==> src/rtl/issue_scoreboard_pkg.sv <==
// Shared types for the in-order issue stage: FU identifiers, the FU
// input/output payloads, queue pointer width and the scoreboard rd-table entry.
package issue_scoreboard_pkg;

    localparam int NR_IDS       = 8;
    localparam int ID_W         = $clog2(NR_IDS);
    localparam int REG_W        = 5;
    localparam int NR_WB_PORTS  = 2;
    localparam int NR_FUS       = 4;
    localparam int IQ_DEPTH_DEF = 4;

    typedef enum logic [1:0] {
        FU_ALU = 2'd0,
        FU_MUL = 2'd1,
        FU_LSU = 2'd2,
        FU_BRU = 2'd3
    } fu_t;

    typedef logic [NR_FUS-1:0]            fu_bitvector_t;
    typedef logic [NR_WB_PORTS-1:0]       wb_bitvector_t;
    typedef logic [ID_W-1:0]              id_t;
    typedef logic [REG_W-1:0]             reg_t;
    typedef logic [$clog2(IQ_DEPTH_DEF):0] iq_ptr_t;

    typedef struct packed {
        fu_t  fu;
        id_t  id;
        reg_t rd;
        reg_t rs1;
        reg_t rs2;
        logic rd_we;
        logic rs1_use;
        logic rs2_use;
    } fu_input_t;

    typedef struct packed {
        id_t id;
    } fu_output_t;

    typedef struct packed {
        reg_t rd;
        logic valid;
    } sb_entry_t;

    // True when the instruction produces an architectural result (x0 is never tracked).
    function automatic logic writes_reg(input fu_input_t instr);
        return instr.rd_we && (instr.rd != {REG_W{1'b0}});
    endfunction

endpackage

==> src/rtl/issue_fifo.sv <==
// Circular FIFO holding dispatched instructions. Pointers carry one extra
// wrap bit so full and empty are told apart without a counter.
module issue_fifo #(
    parameter int  DEPTH = 4,
    parameter type T     = logic
) (
    input  logic clk,
    input  logic rst,
    input  logic push,
    input  T     push_data,
    input  logic pop,
    input  logic flush,
    output logic full,
    output logic empty,
    output T     head
);

    localparam int AW = $clog2(DEPTH);
    localparam logic [AW:0] PTR_ONE = (AW + 1)'(1);

    logic [AW:0] wr_ptr_r;
    logic [AW:0] rd_ptr_r;
    T            mem_r [DEPTH];

    // Pointer advance; flush discards every queued entry by resetting both pointers.
    always_ff @(posedge clk or posedge rst) begin
        if (rst) begin
            wr_ptr_r <= '0;
            rd_ptr_r <= '0;
        end else if (flush) begin
            wr_ptr_r <= '0;
            rd_ptr_r <= '0;
        end else begin
            if (push) begin
                wr_ptr_r <= wr_ptr_r + PTR_ONE;
            end
            if (pop) begin
                rd_ptr_r <= rd_ptr_r + PTR_ONE;
            end
        end
    end

    // Payload storage; contents are only meaningful between the pointers, so no reset.
    always_ff @(posedge clk) begin
        if (push) begin
            mem_r[wr_ptr_r[AW-1:0]] <= push_data;
        end
    end

    assign empty = (wr_ptr_r == rd_ptr_r);
    assign full  = (wr_ptr_r[AW] != rd_ptr_r[AW]) && (wr_ptr_r[AW-1:0] == rd_ptr_r[AW-1:0]);
    assign head  = mem_r[rd_ptr_r[AW-1:0]];

endmodule

==> src/rtl/issue_scoreboard.sv <==
// In-order single-issue stage: instruction queue, register busy scoreboard
// and rd table indexed by instruction id. Write-backs clear busy bits and
// wake the head. Optional macro ISSUE_WB_BYPASS_EN lets a same-cycle
// write-back unblock the head combinationally; without it wakeup takes 1 cycle.
module issue_scoreboard
    import issue_scoreboard_pkg::*;
#(
    parameter int IQ_DEPTH = 4,
    parameter int NR_REGS  = 32
) (
    input  logic          clk,
    input  logic          rst,
    input  fu_input_t     dispatch_i,
    input  logic          dispatch_i_valid,
    output logic          dispatch_i_ready,
    input  logic          flush_i,
    output fu_input_t     fuinput_o,
    output logic          fuinput_o_valid,
    input  fu_bitvector_t fuinput_i_ready,
    input  fu_output_t    fuoutput_i [NR_WB_PORTS],
    input  wb_bitvector_t fuoutput_i_valid
);

    logic                fifo_full_s;
    logic                fifo_empty_s;
    fu_input_t           head_s;
    logic                push_s;
    logic                issuable_s;
    logic                fire_s;
    logic [NR_WB_PORTS-1:0] wb_hit_s;
    logic [NR_REGS-1:0]  wb_clr_mask_s;
    logic [NR_REGS-1:0]  set_mask_s;
    logic [NR_REGS-1:0]  busy_eff_s;
    logic [NR_IDS-1:0]   id_clr_s;
    logic [NR_REGS-1:0]  busy_r;
    sb_entry_t           tbl_r [NR_IDS];

    assign dispatch_i_ready = !fifo_full_s && !flush_i;
    assign push_s           = dispatch_i_valid && dispatch_i_ready;

    issue_fifo #(
        .DEPTH (IQ_DEPTH),
        .T     (fu_input_t)
    ) u_fifo (
        .clk       (clk),
        .rst       (rst),
        .push      (push_s),
        .push_data (dispatch_i),
        .pop       (fire_s),
        .flush     (flush_i),
        .full      (fifo_full_s),
        .empty     (fifo_empty_s),
        .head      (head_s)
    );

    // Decode write-backs: which ports hit a live table entry, and which registers/ids they release.
    always_comb begin
        wb_hit_s      = '0;
        wb_clr_mask_s = '0;
        id_clr_s      = '0;
        for (int p = 0; p < NR_WB_PORTS; p++) begin
            wb_hit_s[p] = fuoutput_i_valid[p] && tbl_r[fuoutput_i[p].id].valid;
            for (int r = 0; r < NR_REGS; r++) begin
                wb_clr_mask_s[r] = wb_clr_mask_s[r] |
                    (wb_hit_s[p] && (tbl_r[fuoutput_i[p].id].rd == reg_t'(r)));
            end
            for (int i = 0; i < NR_IDS; i++) begin
                id_clr_s[i] = id_clr_s[i] | (wb_hit_s[p] && (fuoutput_i[p].id == id_t'(i)));
            end
        end
    end

`ifdef ISSUE_WB_BYPASS_EN
    assign busy_eff_s = busy_r & ~wb_clr_mask_s;
`else
    assign busy_eff_s = busy_r;
`endif

    // Head issuability: RAW on used sources and WAW on the destination; never depends on FU ready.
    always_comb begin
        issuable_s = 1'b0;
        if (!fifo_empty_s && !flush_i) begin
            issuable_s = (!head_s.rs1_use || !busy_eff_s[head_s.rs1]) &&
                         (!head_s.rs2_use || !busy_eff_s[head_s.rs2]) &&
                         (!writes_reg(head_s) || !busy_eff_s[head_s.rd]);
        end else begin
            issuable_s = 1'b0;
        end
    end

    // Present the head entry to the FUs, zero when the queue holds nothing.
    always_comb begin
        fuinput_o = '0;
        if (fifo_empty_s) begin
            fuinput_o = '0;
        end else begin
            fuinput_o = head_s;
        end
    end

    assign fuinput_o_valid = issuable_s;
    assign fire_s          = issuable_s && fuinput_i_ready[head_s.fu];

    // Destination register claimed by the instruction issuing this cycle.
    always_comb begin
        set_mask_s = '0;
        if (fire_s && writes_reg(head_s)) begin
            set_mask_s[head_s.rd] = 1'b1;
        end else begin
            set_mask_s = '0;
        end
    end

    // Busy vector: write-backs release, issue claims; a same-cycle claim overrides the release.
    always_ff @(posedge clk or posedge rst) begin
        if (rst) begin
            busy_r <= '0;
        end else begin
            busy_r <= (busy_r & ~wb_clr_mask_s) | set_mask_s;
        end
    end

    // rd table: record the destination of each issued writer, drop it when its result returns.
    always_ff @(posedge clk or posedge rst) begin
        if (rst) begin
            for (int i = 0; i < NR_IDS; i++) begin
                tbl_r[i] <= '0;
            end
        end else begin
            for (int i = 0; i < NR_IDS; i++) begin
                if (fire_s && writes_reg(head_s) && (head_s.id == id_t'(i))) begin
                    tbl_r[i] <= '{rd: head_s.rd, valid: 1'b1};
                end else if (id_clr_s[i]) begin
                    tbl_r[i].valid <= 1'b0;
                end
            end
        end
    end

endmodule

==> config.mk <==
export PLATFORM = sky130hd
export DESIGN_NAME = issue_scoreboard
export DESIGN_NICKNAME = d
export VERILOG_FILES = /design/src/rtl/issue_scoreboard_pkg.sv /design/src/rtl/issue_fifo.sv /design/src/rtl/issue_scoreboard.sv
export SDC_FILE = /design/constraint.sdc
export NUM_CORES = 1
export LEC_CHECK = 0
export ABC_AREA = 1
export CORE_MARGIN = 2
export CORE_UTILIZATION = 30
export CTS_CLUSTER_DIAMETER = 50
export CTS_CLUSTER_SIZE = 28
export DETAILED_ROUTE_END_ITERATION = 16
export GPL_ROUTABILITY_DRIVEN = 0
export SYNTH_ARGS = -nofsm -noshare
export SYNTH_HDL_FRONTEND = slang
export SYNTH_HIERARCHICAL = 1
export SYNTH_SLANG_ARGS = --single-unit
==> constraint.sdc <==
create_clock -name clk -period 3.1 [get_ports clk]
set_input_delay 0.62 -clock clk [delete_from_list [all_inputs] [get_ports clk]]
set_output_delay 0.62 -clock clk [all_outputs]
set_load 0.05 [all_outputs]
# ---- Word-level counts from Yosys, hierarchy flattened
# Memory sizes are Yosys's and may differ from the RTL's.
# Index checks and enable logic that the tools add are counted.
dict set report totals {
  reg_bits 86
  mem_bits_rw 92
  input_bits 39
  out_inout_bits 25
  elab_cells 329
  mem_count 1
}
dict set report classes {
  n_addsub 2
  n_lt_le_gt_ge 7
  eq_ne 86
  mux 41
  bitwise 45
  n_reduce_logical 128
}
# memory depth width read_ports rd_clocked_by_memory_dff wr line_no
set mem_list {}
lappend mem_list {u_fifo.mem_r 4 23 1 0 1 issue_fifo.sv:23} ;# T mem_r [DEPTH];
# op n
set ops {}
lappend ops {{5-bit == test (second input constant)} 32}
lappend ops {{1-bit logical AND} 100}
lappend ops {{5-bit by 4-bit == test with 1-bit output (second input constant)} 16}
lappend ops {{5-bit by 3-bit == test with 1-bit output (second input constant)} 8}
lappend ops {{1-bit bitwise OR} 40}
lappend ops {{6-bit binary-select mux with 3-bit select} 2}
lappend ops {{3-bit == test (second input constant)} 12}
lappend ops {{32-bit bitwise AND} 1}
lappend ops {{32-bit 2-to-1 mux} 1}
lappend ops {{32-bit NOT} 1}
lappend ops {{32-bit bitwise OR} 1}
lappend ops {{1-bit 2-to-1 mux} 24}
lappend ops {{6-bit 2-to-1 mux} 4}
lappend ops {{23-bit 2-to-1 mux} 1}
lappend ops {{5-bit by 2-bit == test with 1-bit output (second input constant)} 4}
lappend ops {{2-bit nonzero test} 10}
lappend ops {{3-bit by 2-bit == test with 1-bit output (second input constant)} 6}
lappend ops {{5-bit by 6-bit < comparator with 1-bit output (second input constant)} 3}
lappend ops {{1-bit binary-select mux with 5-bit select} 3}
lappend ops {{3-bit 2-to-1 mux} 4}
lappend ops {{5-bit by 1-bit == test with 1-bit output (second input constant)} 2}
lappend ops {{5-bit logical NOT} 2}
lappend ops {{3-bit by 1-bit == test with 1-bit output (second input constant)} 3}
lappend ops {{1-bit logical NOT} 9}
lappend ops {{other kinds (13)} 20}

# ---- Logic depth before layout (Yosys ltp)
# Gate-level depths: netlist (run 1).
# An unclocked memory read counts as a cell.
dict set report depth {
  ltp_word 12
  depth_mapped 22
  ltp_nobuf 19
}

# ---- By module
# The synthesis (run 1) kept the hierarchy.
# module instances cells_each area_per_inst_um2 seq_area_each_um2
set modules_own_cells {}
lappend modules_own_cells {issue_scoreboard 1 925 5925.7 2001.9}
lappend modules_own_cells {issue_fifo 1 319 4235.3 2912.8}

# ---- Least setup slack after synthesis (run 1)
# No wires, ideal clock.
dict set report synth_path {
  path_kind {reg2out}
  from {reg u_fifo.rd_ptr_r[0]}
  to {out fuinput_o_valid}
  t_arrival_ns 2.339
  required_ns 2.480
  slack_ns 0.141
  stages_incl_launch_ff 13
  path_buffers 3
  cell_sequence {dfrtp_1 > buf_6 > buf_6 > o211ai_1 > nand2_1 > buf_6 > nor2_4 > inv_2 > o21ai_2 > bufinv_8 > a21oi_4 > nand3_2 > inv_1}
}
# element line_no
set synth_rtl {}
lappend synth_rtl {{start: declaration} issue_fifo.sv:22} ;# logic [AW:0] rd_ptr_r;
lappend synth_rtl {{start signal: assignment} issue_fifo.sv:38} ;# rd_ptr_r <= rd_ptr_r + PTR_ONE;
lappend synth_rtl {{end: declaration} issue_scoreboard.sv:18} ;# output logic fuinput_o_valid,

==> results of run 1 <==
==> routing by layer <==
metal  global-route usage  part of all wire
met2               0.2803              0.47
met5                    0                 0
met3              0.03294             0.063
met1               0.2204              0.44
met4              0.06935             0.030
==> repair_timing <==
item / in CTS / in global routing
setup buffers: 3 / 5
cloned: 1 / 1
resized for setup: 19 / 15
setup endpoints to repair: 24 / 44
pin swaps: 4 / 6
==> sequential cells by signal, summed over array words and instances (netlist names) <==
register,flops
busy_eff_s,32
tbl_r,48
u_fifo/mem_r,92
u_fifo/rd_ptr_r,3
u_fifo/wr_ptr_r,3
==> cells by family after synthesis <==
family	after synthesis	synth area share
AO/OA/AOI/OAI	126	0.1023
XOR/XNOR	3	0.002586
adder cells (fa/ha/maj)	5	0.006157
buffers and inverters	186	0.08989
flip-flops	178	0.4837
multiplexers	1	0.0009851
AND/OR/NAND/NOR	745	0.3144
==> per-stage QoR <==
stage | worst slack (ns) | hold WS, ns | power [mW] | instances | area [um2]
6_report | -0.2133 | 0.4763 | 6.386 | 1818 | 12600
5_1_grt | -0.3758 | 0.5132 | 6.656 | 1818 | 12600
4_1_cts | -0.2133 | 0.4765 | 6.388 | 1812 | 12460
3_5_place_dp | -0.07211 | 0.4589 | 4.114 | 1776 | 11740
3_3_place_gp | 0.01659 | 0.4554 | 4.102 | 1776 | 11740
2_1_floorplan | 0.1414 | 0.4110 | 3.585 | 1244 | 10160
==> power by group <==
part	switching (mW)	leakage, nW	total (mW)	internal (mW)
clock	1.07	0.303	2.26	1.19
sequential	0.152	2.02	2.79	2.64
combinational	0.851	3.19	1.34	0.490
==> final cells by class <==
type                       instances  area share
timing repair buffer             149      0.1227
inverter                         131     0.04151
tap                              448     0.04449
clock buffer                      18     0.03486
multi-input combinational        880      0.3516
clock inverter                    14     0.01440
sequential                       178      0.3904
==> cells in the mapped netlist, drive strengths merged, types with 2 or more instances <==
cell     number
a21oi         5
a22oi        25
buf          47
clkbuf        8
clkinv        3
dfrtp        86
edfxtp       92
ha            5
inv         127
nand2       459
nand3       178
nand4         2
nor2         84
nor3         18
o2111ai       3
o211ai       47
o21ai        20
o221ai       13
o22ai         2
o311ai        2
o31ai         6
or2           2
xnor2         3
==> how the worst max path moves through the flow <==
stage	start	endpoint	slack, ns	cells past startpoint
detailed placement	fuoutput_i[3]	busy_eff_s[5]	-0.07	13
finish	u_fifo/rd_ptr_r[0]	fuinput_o_valid	-0.21	15
global route	u_fifo/rd_ptr_r[0]	fuinput_o_valid	-0.38	15
floorplan	u_fifo/rd_ptr_r[0]	fuinput_o_valid	0.14	12
global placement	fuoutput_i[3]	busy_eff_s[13]	0.02	13
CTS	u_fifo/rd_ptr_r[0]	fuinput_o_valid	-0.21	15
==> worst max-delay path: cells and delay by family, from the launching register on <==
| kind | cells | cell delay, ns |
|---|---|---|
| and+or+nand+nor | 9 | 0.80 |
| buffers and inverters | 5 | 0.73 |
| DFF | 1 | 0.51 |
| AOI/OAI and AO/OA | 1 | 0.21 |
==> impl_metrics.py, run 1 <==
metrics = {
    "routing": {
        "drc": 0,
        "drt_iter0_drc": 816,
        "wl_per_cell_um": 16.35,
        "num_vias": 8983,
        "routed_wl_mm": 29.72,
        "drtAntennaViolNets": 0,
        "drt-vias-per-instance": 4.941,
        "first_pass_iters": 5,
    },
    "sta": {
        "max_slew_margin": 0.4471,
        "hold_violations": 0,
        "post-route-period-util": 1.069,
        "min_period_ns": 3.313,
        "setup_viol": 1,
        "rsz0062_at_grt": "true",
        "finalClockSkew_ns": 0.01797,
        "worst_slack_ns": -0.2133,
        "tightest_slew_ns": 0.8284,
        "fmax_ghz": 0.3018,
        "tns_ns": -0.2133,
        "drv_slew": 0,
    },
    "cts": {
        "clockRootBuffer": "clkbuf_16",
        "cts_tree": "built",
        "cts.path.max_buffers": 2,
        "cts_buffers": 17,
        "cts_hold_buffers": 0,
        "clock_sinks": 178,
        "htree_levels": 4,
        "clk_latency_ns": 0.45,
        "clkTransAtPathRegs_ns": 0.08,
    },
    "critical_path": {
        "cp_slowest_cell": "dfrtp_4",
        "crit_chain": "buf_12 > buf_4 > o211ai_1 > nand2_2 > buf_6 > nand2_1 > nand3_1 > nand3_1 > nand2_1 > nand2_1 > nand3_1 > nand3_2 > nand3_2 > inv_2 > buf_12",
        "crit_arrival_ns": 2.69,
        "crit_path_start_kind": "register",
        "reg2reg_from": "u_fifo/rd_ptr_r[0]",
        "crit_path_end_kind": "primary output",
        "timing.rr.end": "tbl_r[47]",
        "slowest_delay_ns": 0.51,
        "r2r_slack_ns": 0.20,
        "cp.required_ns": 2.48,
        "critical_path_class": "reg2out",
        "ff2ff_path_depth": 19,
        "cp_max_fo": 10,
    },
    "power_and_ir_drop": {
        "power_leakage_nw": 5.519,
        "irDropWorstVdd_v": 0.0003446,
        "power.density_nw_per_um2": 506.8,
    },
    "floorplanning": {
        "num_io_pins": 64,
        "die-area_um2": 35360,
        "die_h_um": 188.0,
        "die_width_um": 188.0,
        "initial_core_util": 0.3038,
        "core_area_um2": 33450,
        "core.rowCount": 67,
    },
    "grt": {
        "grt_max_degree": 81,
        "gr-usage-all-layers": 0.1706,
        "grt_pass1_wl_mm": 47.69,
        "grt-ovfl-total": 0,
        "first_global_vias": 8859,
        "antenna_found_initial": 0,
    },
    "final_layout": {
        "utilization": 0.3767,
        "layout_commonest_cell": "nand2_1",
        "multi_input_area_um2": 4431,
        "nFillCells": 3355,
        "seq_area_um2": 4918,
        "antenna_cells": 0,
        "mostFrequentLayoutCells": "438 x nand2_1, 166 x nand3_1, 116 x inv_1, 92 x edfxtp_1, 85 x dfrtp_1",
        "final_nets": 1401,
        "drive_gt1_frac": 0.1679,
        "area_growth_pct": 24.00,
    },
    "run_status": {
        "failed_checks": "negative setup slack",
        "status": "complete, but fails checks",
    },
    "place": {
        "hpwlAfterDp_mm": 20.97,
        "io_buffers": 63,
    },
    "logic_synthesis": {
        "synth.area.top_cells": "edfxtp_1 27%, dfrtp_1 21%, nand2_1 16%",
        "synth-main-ff-cell": "edfxtp_1",
        "post_synth_inst_count": 1244,
        "synth_top_area_share": 0.2719,
        "netlist.top_cell.by_area": "edfxtp_1",
        "ys_ff_latch": 178,
        "synth_area_um2": 10160,
        "synthArstFlopShare": 0.4831,
        "synth_edf_count": 92,
        "yosysUniqueCellTypes": 50,
        "ys_warn_count": 6,
        "syn_avg_cell_area_um2": 8.168,
        "synth_fp_nets": 1288,
        "yosysSeqAreaShare": 0.4837,
    },
    "job": {
        "drv_cap": 0,
    },
    "min_path": {
        "hold_depth": 2,
        "hold-path-endpoint": "tbl_r[26]",
        "min_from": "tbl_r[26]",
        "hold_path.class": "reg2reg",
    },
}
No activity file was read; power rests on OpenSTA's default activity.
==> run 2: changes to the inputs <==
Settings changed: ABC_CLOCK_PERIOD_IN_PS set to 3100, TNS_END_PERCENT set to 5.
==> run 2 against run 1 <==
  * Sequential cell count unchanged
  * Clock power about the same
  * The run still ends with negative setup slack left
  * Non-clock buffer count down 3
==> impl_metrics.py, run 2 (synthesis gave the netlist of run 1 again) <==
metrics = {
    "routing": {
        "num_vias": 9001,
        "wl_per_cell_um": 16.37,
        "drt_iter0_drc": 809,
        "drc": 0,
        "first_pass_iters": 5,
        "drtAntennaViolNets": 0,
        "drt-vias-per-instance": 4.959,
        "routed_wl_mm": 29.72,
    },
    "min_path": {
        "hold_path.class": "reg2reg",
    },
    "final_layout": {
        "drive_gt1_frac": 0.1661,
        "seq_area_um2": 4918,
        "largest_reg_flops": 92,
        "mostFrequentLayoutCells": "438 x nand2_1, 166 x nand3_1, 116 x inv_1, 92 x edfxtp_1, 85 x dfrtp_1",
        "final_nets": 1398,
        "area_growth_pct": 23.36,
        "multi_input_area_um2": 4400,
        "layout_commonest_cell": "nand2_1",
        "antenna_cells": 0,
        "nFillCells": 3363,
    },
    "critical_path": {
        "cp.buffers_inverters": 5,
        "cp.required_ns": 2.48,
        "cp_max_fo": 10,
        "crit_path_start_kind": "register",
        "crit_arrival_ns": 2.69,
        "critical_path_class": "reg2out",
        "path_delay_family": "simple AND/OR/NAND/NOR gates",
        "crit_chain": "buf_12 > buf_4 > o211ai_1 > nand2_2 > buf_6 > nand2_1 > nand3_1 > nand3_1 > nand2_1 > nand2_1 > nand3_1 > nand3_2 > nand3_2 > inv_2 > buf_12",
        "cp_slowest_cell": "dfrtp_4",
        "crit_path_end_kind": "primary output",
        "slowest_delay_ns": 0.51,
    },
    "power_and_ir_drop": {
        "p_total_mw": 6.378,
        "irDropWorstVdd_v": 0.0003451,
        "power.density_nw_per_um2": 508.8,
        "power_leakage_nw": 5.499,
    },
    "cts": {
        "htree_levels": 4,
        "cts_hold_buffers": 0,
        "clockRootBuffer": "clkbuf_16",
        "cts_tree": "built",
        "cts.path.max_buffers": 2,
        "clock_sinks": 178,
        "clkTransAtPathRegs_ns": 0.08,
        "clk_latency_ns": 0.45,
        "cts_buffers": 17,
    },
    "sta": {
        "holdWs_ns": 0.4770,
        "tns_ns": -0.2136,
        "setup_viol": 1,
        "post-route-period-util": 1.069,
        "max_slew_margin": 0.4506,
        "rsz0062_at_grt": "true",
        "hold_violations": 0,
        "drv_slew": 0,
        "worst_slack_ns": -0.2136,
        "fmax_ghz": 0.3018,
        "finalClockSkew_ns": 0.01541,
        "tightest_slew_ns": 0.8232,
        "min_period_ns": 3.314,
    },
    "grt": {
        "grt_pass1_wl_mm": 47.69,
        "gr-usage-all-layers": 0.1706,
        "antenna_found_initial": 0,
        "grt_max_degree": 81,
        "first_global_vias": 8859,
        "grt-ovfl-total": 0,
    },
    "floorplanning": {
        "die-area_um2": 35360,
        "core.rowCount": 67,
        "die_h_um": 188.0,
        "die_width_um": 188.0,
        "initial_core_util": 0.3038,
        "core_area_um2": 33450,
        "num_io_pins": 64,
    },
    "place": {
        "hpwlAfterDp_mm": 20.97,
        "io_buffers": 63,
    },
    "run_status": {
        "failed_checks": "negative setup slack",
        "status": "complete, but fails checks",
    },
    "job": {
        "drv_cap": 0,
    },
}
run 2: worst paths after layout:
kind                                          from                 end  slack, ns  depth (start not counted)
max in group asynchronous                      rst      busy_eff_s[12]       2.08                          3
worst min-delay path                     tbl_r[26]           tbl_r[26]       0.48                          2
worst max register to register  u_fifo/rd_ptr_r[0]           tbl_r[41]       0.18                         18
worst min register to register           tbl_r[26]           tbl_r[26]       0.48                          2
min in group asynchronous                      rst  u_fifo/rd_ptr_r[2]       0.50                          2
worst max-delay path            u_fifo/rd_ptr_r[0]     fuinput_o_valid      -0.21                         15
run 2: layer usage:
layer,wire length (um),vias to the layer above,GRT usage
met1,12960,4267,0.2204
li1,-,4342,-
met4,873,0,0.06935
met3,1845,58,0.03294
met2,14040,334,0.2803
met5,0,-,0
run 2: power breakdown:
group	total, mW	internal [mW]	switching [mW]
registers	2.79	2.64	0.152
logic	1.33	0.485	0.846
clock network	2.26	1.19	1.07
total	6.38	4.31	2.07
run 2: cell type report:
class	count	share of cell area
clock buffers	18	0.03504
repair buffers	146	0.1206
clock inverters	14	0.01447
flip-flops and latches	178	0.3924
well taps	448	0.04472
multi-input cells	880	0.3511
inverters	131	0.04172
run 2: worst register-to-register path: stages, from the launching register on:
cell and delay (ns):
dfrtp_4 0.51, buf_12 0.15, buf_4 0.17, o211ai_1 0.20
nand2_2 0.15, buf_6 0.17, nand2_1 0.06, nand3_1 0.08
nand3_1 0.08, nand2_1 0.07, nand2_1 0.06, nand3_1 0.10
nand3_2 0.12, nand3_2 0.09, buf_4 0.16, nor2_8 0.24
nand3_2 0.23, nand2_1 0.13, nand2_1 0.05
run 2: what timing repair did:
| item | 4_1_cts | 5_1_grt |
|---|---|---|
| gates cloned | 1 | 1 |
| resized for setup | 19 | 11 |
| pin swaps | 4 | 6 |
| endpoints found under the setup margin | 24 | 44 |
| setup buffers | 3 | 2 |
run 2: through the flow:
stage / cell area [um2] / util / setup slack [ns] / cells
after CTS: 12460 / 0.3724 / -0.2133 / 1812
after global routing: 12530 / 0.3747 / -0.3758 / 1815
after floorplan: 10160 / - / 0.1414 / 1244
after detailed placement: 11740 / 0.3509 / -0.07211 / 1776
final: 12530 / 0.3747 / -0.2136 / 1815
after global placement: 11740 / 0.3509 / 0.01659 / 1776
==> run 3: changes to the inputs <==
Settings changed: CORE_UTILIZATION 30 to 60, PLACE_DENSITY set to 0.81.
==> run 3 against run 2 <==
  * The run still ends with negative setup slack left
  * Largest cell class unchanged
  * Sequential power about the same
  * Count of clock-buffer cells in the layout decreased by 1
  * Cell count decreased by 11%
  * Clock power about the same
  * Via count increased by 17%
  * Critical path depth decreased by 2
  * First-iteration DRC count increased by 150%
  * Critical endpoint unchanged
  * Fmax decreased by 6.3%
  * Register-to-register slack got worse by 0.39 ns
  * Worst setup slack got worse by 0.22 ns
  * Die area decreased by 49%
==> impl_metrics.py, run 3 (synthesis gave the netlist of run 1 again) <==
metrics = {
    "run_status": {
        "status": "complete, but fails checks",
        "failed_checks": "negative setup slack",
    },
    "final_layout": {
        "mostFrequentLayoutCells": "418 x nand2_1, 152 x nand3_1, 114 x inv_1, 92 x edfxtp_1, 85 x dfrtp_1",
        "drive_gt1_frac": 0.2124,
        "final_cell_area_um2": 12970,
        "final_nets": 1429,
        "area_growth_pct": 27.62,
        "layout_commonest_cell": "nand2_1",
        "largest_reg_flops": 92,
        "antenna_cells": 0,
    },
    "critical_path": {
        "cp_slowest_cell": "dfrtp_4",
        "crit_arrival_ns": 2.92,
        "crit_path_end_kind": "primary output",
        "cp.buffers_inverters": 4,
        "cp.required_ns": 2.48,
        "cp_max_fo": 11,
        "path_delay_family": "simple AND/OR/NAND/NOR gates",
        "critical_path_class": "reg2out",
        "crit_chain": "buf_12 > o211ai_1 > nand2_1 > buf_4 > nor3_2 > nand2_1 > nand2_1 > nor2_1 > nand2_1 > a21oi_4 > nand3_4 > inv_4 > buf_12",
        "crit_path_start_kind": "register",
        "slowest_delay_ns": 0.57,
        "crit_top_cell": "nand2_1",
    },
    "sta": {
        "finalClockSkew_ns": 0.01573,
        "tns_ns": -11.07,
        "worst_slack_ns": -0.4376,
        "drv_slew": 0,
        "rsz0062_at_grt": "true",
        "max_slew_margin": 0.1933,
        "setup_viol": 73,
        "fmax_ghz": 0.2827,
        "post-route-period-util": 1.141,
        "hold_violations": 0,
        "min_period_ns": 3.538,
        "tightest_slew_ns": 1.206,
    },
    "routing": {
        "drtAntennaViolNets": 0,
        "drt-vias-per-instance": 6.529,
        "num_vias": 10564,
        "first_pass_iters": 9,
        "drc": 0,
        "drt_iter0_drc": 2001,
        "wl_per_cell_um": 21.33,
        "routed_wl_mm": 34.52,
    },
    "job": {
        "drv_cap": 0,
    },
    "floorplanning": {
        "num_io_pins": 64,
        "die_h_um": 134.1,
        "core.rowCount": 47,
        "die-area_um2": 17990,
        "die_width_um": 134.1,
        "initial_core_util": 0.6127,
        "core_area_um2": 16580,
    },
    "power_and_ir_drop": {
        "power_leakage_nw": 5.769,
        "irDropWorstVdd_v": 0.0006000,
        "power.density_nw_per_um2": 510.4,
        "p_total_mw": 6.619,
    },
    "grt": {
        "grt_pass1_wl_mm": 49.31,
        "grt_max_degree": 72,
        "grt-ovfl-total": 0,
        "antenna_found_initial": 0,
        "first_global_vias": 9534,
        "gr-usage-all-layers": 0.3512,
    },
    "cts": {
        "clock_sinks": 178,
        "cts_buffers": 17,
        "clkTransAtPathRegs_ns": 0.08,
        "cts_tree": "built",
        "clockRootBuffer": "clkbuf_16",
        "cts.path.max_buffers": 2,
        "clk_latency_ns": 0.46,
        "htree_levels": 4,
    },
    "place": {
        "hpwlAfterDp_mm": 19.40,
        "io_buffers": 63,
        "dpl_cell_area_um2": 11560,
    },
    "min_path": {
        "hold_path.class": "in2async",
    },
}
[run 3: power by group]
group / switching [mW] / internal, mW
sequential: 0.167 / 2.64
clock: 1.15 / 1.11
combinational: 0.965 / 0.589
total: 2.28 / 4.34
[run 3: per-stage QoR]
step / std cells / hold slack, ns / util / worst slack (ns)
after floorplan: 1244 / 0.4110 / - / 0.1414
after global placement: 1548 / 0.4537 / 0.6973 / -0.04973
after detailed placement: 1548 / 0.4590 / 0.6973 / -0.05778
after CTS: 1603 / 0.4319 / 0.7565 / -0.1888
after global routing: 1618 / 0.4788 / 0.7820 / -0.5291
final: 1618 / 0.4278 / 0.7820 / -0.4376
[run 3: final cells by class]
cell class	instances	area (um2)
sequential	178	4918
multi-input combinational	881	4588
fill	996	3616
timing repair buffer	175	2022
inverter	131	534.3
clock buffer	17	425.4
tap	220	275.3
clock inverter	15	196.4
timing repair inverter	1	7.507
[run 3: path summary, 6_finish.rpt]
| kind | slack [ns] | startpoint | endpoint | cells after the start |
|---|---|---|---|---|
| setup / recovery | -0.44 | u_fifo/rd_ptr_r[0] | fuinput_o_valid | 13 |
| max in group asynchronous | 1.96 | rst | busy_eff_s[15] | 3 |
| hold reg to reg | 0.49 | tbl_r[31] | tbl_r[31] | 2 |
| min in group clk | 0.49 | tbl_r[31] | tbl_r[31] | 2 |
| setup reg to reg | -0.21 | u_fifo/rd_ptr_r[0] | tbl_r[17] | 19 |
| hold / removal | 0.43 | rst | u_fifo/wr_ptr_r[1] | 2 |
[run 3: timing repair]
| action | 4_1_cts | 5_1_grt |
|---|---|---|
| cloned | 4 | 10 |
| resized for setup | 48 | 49 |
| hold buffers | 0 | 0 |
| setup endpoints to repair | 3 | 106 |
| endpoints found under the hold margin | 0 | 0 |
| pin swaps | 23 | 32 |
| setup buffers | 19 | 7 |
[run 3: routing by layer]
| metal | share of wire | vias to the layer above | global-route usage | wire length, um |
|---|---|---|---|---|
| met1 | 0.34 | 4843 | 0.4584 | 11740 |
| met2 | 0.45 | 1018 | 0.5615 | 15700 |
| met5 | 0 | - | 0 | 0 |
| li1 | - | 4430 | - | - |
| met3 | 0.14 | 273 | 0.09259 | 4935 |
| met4 | 0.062 | 0 | 0.1450 | 2146 |
